$ cat src/rtl/ariane_pkg.sv
// Shared front-end types: fetch entry handed from IF to ID and the fetch queue depth.
package ariane_pkg;

    localparam int unsigned VLEN              = 64;
    localparam int unsigned FETCH_QUEUE_DEPTH = 4;

    typedef enum logic [2:0] {
        NoCF,
        Branch,
        Jump,
        JumpR,
        Return
    } cf_t;

    typedef struct packed {
        cf_t             cf;
        logic [VLEN-1:0] predict_address;
    } branchpredict_sbe_t;

    typedef struct packed {
        logic [63:0] cause;
        logic [63:0] tval;
        logic        valid;
    } exception_t;

    typedef struct packed {
        logic [VLEN-1:0]    address;
        logic [31:0]        instruction;
        branchpredict_sbe_t branch_predict;
        exception_t         ex;
    } fetch_entry_t;

endpackage

$ cat src/rtl/instr_queue_pkg.sv
// Local helpers for the instruction queue: encoding of the per-cycle queue operation.
package instr_queue_pkg;

    typedef enum logic [1:0] {
        OP_NONE = 2'b00,
        OP_POP  = 2'b01,
        OP_PUSH = 2'b10,
        OP_BOTH = 2'b11
    } q_op_e;

endpackage

$ cat src/rtl/instr_queue.sv
// Circular-buffer fetch queue between IF and ID; one-cycle latency, no bypass,
// ready derived only from registered occupancy.
module instr_queue
    import ariane_pkg::*;
    import instr_queue_pkg::*;
#(
    parameter int unsigned DEPTH = FETCH_QUEUE_DEPTH
) (
    input  logic                      clk_i,
    input  logic                      rst_i,
    input  logic                      flush_i,
    input  fetch_entry_t              in_entry_i,
    input  logic                      in_valid_i,
    output logic                      in_ready_o,
    output fetch_entry_t              fetch_entry_o,
    output logic                      fetch_entry_valid_o,
    input  logic                      fetch_ack_i,
    output logic [$clog2(DEPTH):0]    count_o
);

    localparam int unsigned PTR_W = $clog2(DEPTH);
    localparam int unsigned CNT_W = PTR_W + 1;

    logic [PTR_W-1:0] rd_ptr_q, wr_ptr_q;
    logic [CNT_W-1:0] count_q;
    fetch_entry_t     mem_q [DEPTH];

    logic  push_c, pop_c;
    q_op_e op_c;

    // Ready looks only at stored occupancy, so a same-cycle pop never frees a slot.
    assign in_ready_o          = (count_q < CNT_W'(DEPTH));
    assign fetch_entry_valid_o = (count_q != '0);
    assign fetch_entry_o       = mem_q[rd_ptr_q];
    assign count_o             = count_q;

    assign push_c = in_valid_i & in_ready_o & ~flush_i;
    assign pop_c  = fetch_ack_i & fetch_entry_valid_o & ~flush_i;
    assign op_c   = q_op_e'({push_c, pop_c});

    // Pointers wrap naturally since DEPTH is a power of two.
    always_ff @(posedge clk_i) begin
        if (rst_i || flush_i) begin
            rd_ptr_q <= '0;
            wr_ptr_q <= '0;
            count_q  <= '0;
        end else begin
            if (push_c) wr_ptr_q <= wr_ptr_q + PTR_W'(1);
            if (pop_c)  rd_ptr_q <= rd_ptr_q + PTR_W'(1);
            case (op_c)
                OP_PUSH: count_q <= count_q + CNT_W'(1);
                OP_POP:  count_q <= count_q - CNT_W'(1);
                default: count_q <= count_q;
            endcase
        end
    end

    // Storage carries no reset; only the occupancy decides what is live.
    always_ff @(posedge clk_i) begin
        if (push_c && !rst_i) mem_q[wr_ptr_q] <= in_entry_i;
    end

    a_count_bound: assert property (@(posedge clk_i) disable iff (rst_i)
        count_q <= CNT_W'(DEPTH));
    a_no_push_full: assert property (@(posedge clk_i) disable iff (rst_i)
        push_c |-> (count_q < CNT_W'(DEPTH)));
    a_no_pop_empty: assert property (@(posedge clk_i) disable iff (rst_i)
        pop_c |-> (count_q != '0));

endmodule
$ cat config.mk
export PLATFORM = sky130hd
export DESIGN_NAME = instr_queue
export DESIGN_NICKNAME = d
export VERILOG_FILES = /design/src/rtl/ariane_pkg.sv /design/src/rtl/instr_queue_pkg.sv /design/src/rtl/instr_queue.sv
export SDC_FILE = /design/constraint.sdc
export NUM_CORES = 1
export LEC_CHECK = 0
export CAP_MARGIN = 10
export CORE_MARGIN = 4
export CORE_UTILIZATION = 45
export DETAILED_ROUTE_END_ITERATION = 12
export PLACE_DENSITY = 0.64
export SYNTH_ARGS = -nofsm -noshare
export SYNTH_HDL_FRONTEND = slang
export SYNTH_SLANG_ARGS = --single-unit
$ cat constraint.sdc
create_clock -name clk_i -period 11.1 [get_ports clk_i]
set_clock_uncertainty 0.15 [all_clocks]
set_input_delay 1.11 -clock clk_i [delete_from_list [all_inputs] [get_ports clk_i]]
set_output_delay 1.11 -clock clk_i [all_outputs]
set_load 0.1 [all_outputs]
After elaboration in Yosys (flattened, before gate mapping) --
Memory sizes are Yosys's and may differ from the RTL's. A register that Yosys moved wholly into a read port is not among the register bits. Index checks and enable logic that the tools add are counted.
Cells by class: mux-type cells 5, $add $sub $neg 4, reductions and logical operators 5, order comparisons 1, equal/unequal tests 2, bitwise operators 5
Operators by type and width (number):
- 3-bit one-hot mux with 2 select lines | 1
- 2-bit by 1-bit adder with 2-bit output, second input constant | 2
- 1-bit AND | 4
- 2-bit two-way mux | 2
- 3-bit by 1-bit adder with 3-bit output, second input constant | 1
- 3-bit < comparator, second input constant | 1
- 3-bit nonzero test | 1
- 3-bit by 1-bit subtractor with 3-bit output, second input constant | 1
- 2-bit by 1-bit == test with 1-bit output, second input constant | 1
- 2-bit == test, second input constant | 1
- 1-bit two-way mux | 2
- 2-bit nonzero test | 1
- 1-bit logical AND | 1
- 1-bit zero test | 1
- 1-bit logical OR | 1
- 1-bit inverter | 1
Word-level totals: register bits 7, bits in writable memories 1168, logic and storage cells 26, memories 1, input port bits 297, output and inout port bits 297
Memory list:
- mem_q | depth 4, bits a word 292, read ports 1, clocked after Yosys merged registers in 1, write ports 1, line instr_queue.sv:26 | fetch_entry_t mem_q [DEPTH];

Logic depth before layout (Yosys ltp) --
depth after elaboration 6, gate-level depth with buffers 9, gate-level depth less buffers 8

Worst setup path after synthesis --
No wires, ideal clock.
path kind input port to flip-flop, start in in_valid_i, end mem mem_q[0][0] in the netlist's numbering (enable), slack 2048 ps, stages on the path 3, buffers on the path 1, arrival time 8211 ps, data required time 10259 ps, setup time 691 ps, cell sequence nor2b_1 > clkbuf_1 > and3_1
Between the ends: cells in the longest elaborated chain, start to end 5
RTL lines:
- start: declaration | line instr_queue.sv:13 | input logic in_valid_i,
- 1-bit AND (2 in a row) | line instr_queue.sv:37 | assign push_c = in_valid_i & in_ready_o & ~flush_i;
- 1-bit logical AND | line instr_queue.sv:60 | if (push_c && !rst_i) mem_q[wr_ptr_q] <= in_entry_i;
- 1-bit two-way mux | line instr_queue.sv:60
- 1-bit two-way mux (implied by the code) | line instr_queue.sv:60
- end: declaration | line instr_queue.sv:26
Every way passes these cells.

==> run metrics <==
H-tree depth=3; core area=between 90000 and 100000 um2; DR DRC count=0; fraction of registers with async set/reset=0; Mapped Nets=around 1900; most used cell, CP=buf_4; Util after Layout=0.565; fillcell total=roughly 7000; # resized after CTS=0; CTS tree=built; fin nets=approximately 2500; layout cell share with drive strength beyond 1=0.207; Max-Cap Viols=0; initial antenna violation count=31; RSZ-0062 raised after global routing=false; Main synth FF type=edfxtp_1; sequential-to-total area share from yosys stat=0.821; number of synthesis warnings=0; drt first pass iters=5; max-slew violations=0; CTS Buffer Depth=3; Clock Latency Late Sink=670 ps; Period Utilization, post-route=0.542; status=finished, final reports clean; worst path cell trace=buf_4 -> buf_4 -> mux4_2 -> clkdlybuf4s50_1; critical path type=register to output pin; Post-synth EDFFs=about 1200; die area=between 100000 and 150000 um2; Mapped Area=between 40000 and 50000 um2; Hold WS=between 300 and 400 ps; crit end category=output pin; Synth Register Bits=1177; Fin. Hold Viols=0; P&R area growth vs syn=25.0%; CP max FO=59; Peak supply drop=0.142 mV; largest net degree at the start of global routing=about 160; drt via density=5.27; Num CTS Buffers=roughly 120; Clk pin slew, worst setup/hold paths=~60 ps; routed len/inst=24.9 um; Initial Util=0.452; Worst-Margin Slew=~1200 ps; placed inst area=between 40000 and 50000 um2; Post-Layout Inst Area=around 54000 um2; setup tns final=0 ps; DR vias=about 19000; Max Clk Rate=roughly 170 MHz; worst endpoint required time=between 9000 and 10000 ps; DPL Wire Length=about 55 mm; hold crit path type=register to register; CP peak stage delay=1150 ps; setup violators final=0; Leakage=0.0165 uW; cts hold-fix bufs=0; row count=between 100 and 150; Netlist cell types=25; global-route wire length before repair=131 mm; pwr/cell area=174 nW/um2; critical path data arrival time=~4800 ps; Post CTS Setup Buffer Count=0; CTS root buffer=clkbuf_16; Routed WL=89.8 mm; syn avg cell area=between 20 and 30 um2; Boundary Pins=between 500 and 600; crit path time final=about 6000 ps; Remaining Overflow, GRT=0; GP Congestion=approximately 0.74; Gate Count Post-Synth=between 1500 and 2000; die height=317 um; vias in the first global route=approximately 20000; kind of start point of the critical path=register; Sink Count=around 1200; I/O Buffers=approximately 590; Die W=approximately 320 um; Initial DRC Count=around 1400; Slew HR=0.203; antenna viol nets, final=0; GRT Total Usage=0.177; slowest stage cell, crit path=clkdlybuf4s50_1
## layout make-up
class	count	area, um2	area share
flip-flops and latches	1177	35300	0.657
multi-input cells	328	6860	0.128
repair buffers	610	6180	0.115
clock buffers	137	3050	0.0568
well taps	1265	1580	0.0295
clock inverters	77	661	0.0123
diodes	13	32.5	0.000606
inverters	6	22.5	0.000420
## sequential cells by signal (all words and copies together), names as in the netlist, named ones only
name and cells:
wr_ptr_q 2, rd_ptr_q 2, mem_q 1168, count_o 3
## final timing paths
check	depth (start not counted)	end	slack, ps	start
max	4	fetch_entry_o[56]	5080	register
min	2	rd_ptr_q[1]	390	rd_ptr_q[1]
max reg2reg	4	mem_q[3][32]	7100	count_o[2]
min reg2reg	2	rd_ptr_q[1]	390	rd_ptr_q[1]
## metrics by stage
step	setup WS, ps	total power, uW	cells
6_report	5080	9320	3613
5_1_grt	4800	9640	3606
4_1_cts	4960	9420	3600
3_5_place_dp	5730	5640	3386
3_3_place_gp	5710	5630	3386
2_1_floorplan	2050	5410	1578
## synthesized netlist by cell type (all sizes together) (2+ instances only)
cell    number  area share
edfxtp    1168        0.82
inv          6     0.00052
xor2         4     0.00082
buf         61       0.018
nor2        10     0.00087
dfxtp        9      0.0042
clkbuf       6     0.00052
ha           5      0.0015
and3         4     0.00058
mux4       292        0.15
a21oi        2     0.00023
## critical path, delay by kind of cell (launching register included)
family   cells  cell delay, ps
mux          1             400
flops        1             810
buf+inv      3            2680
## placed cells by master (no fill, tap or decap), drive strengths merged, types with 2 or more instances in the layout
cell type      count
edfxtp          1168
clkdlybuf4s50    593
mux4             292
clkbuf           137
clkinv            60
buf               17
diode             13
bufinv            11
nor2              10
dfxtp              9
inv                8
ha                 5
and3               4
xor2               4
clkinvlp           4
a21oi              2
## logic make-up (layout without fill, tap and decap cells)
| logic type | after synthesis | after routing | share of synthesized area |
|---|---|---|---|
| XOR/XNOR | 5 | 5 | 0.00102 |
| adder cells (fa/ha/maj) | 6 | 6 | 0.00192 |
| AO/OA/AOI/OAI | 5 | 5 | 0.000729 |
| multiplexers | 293 | 293 | 0.153 |
| AND/OR/NAND/NOR | 19 | 19 | 0.00216 |
| flip-flops | 1177 | 1177 | 0.821 |
| buffers and inverters | 73 | 830 | 0.0192 |
| other | 0 | 13 | 0 |
## where the power goes
group          leakage [uW]  switching [uW]  internal, uW
combinational       0.00401             400           196
clock               0.00182            1570          2200
sequential           0.0106            10.4          4940
total                0.0165            1980          7340
## routing by layer
metal	GRT usage	routed length (um)	vias to the layer above
li1	-	-	8233
met1	0.221	34000	10000
met2	0.279	43700	638
met3	0.0829	10000	136
met4	0.0522	1920	36
met5	0	236	-
No activity file was read; power rests on OpenSTA's default activity.
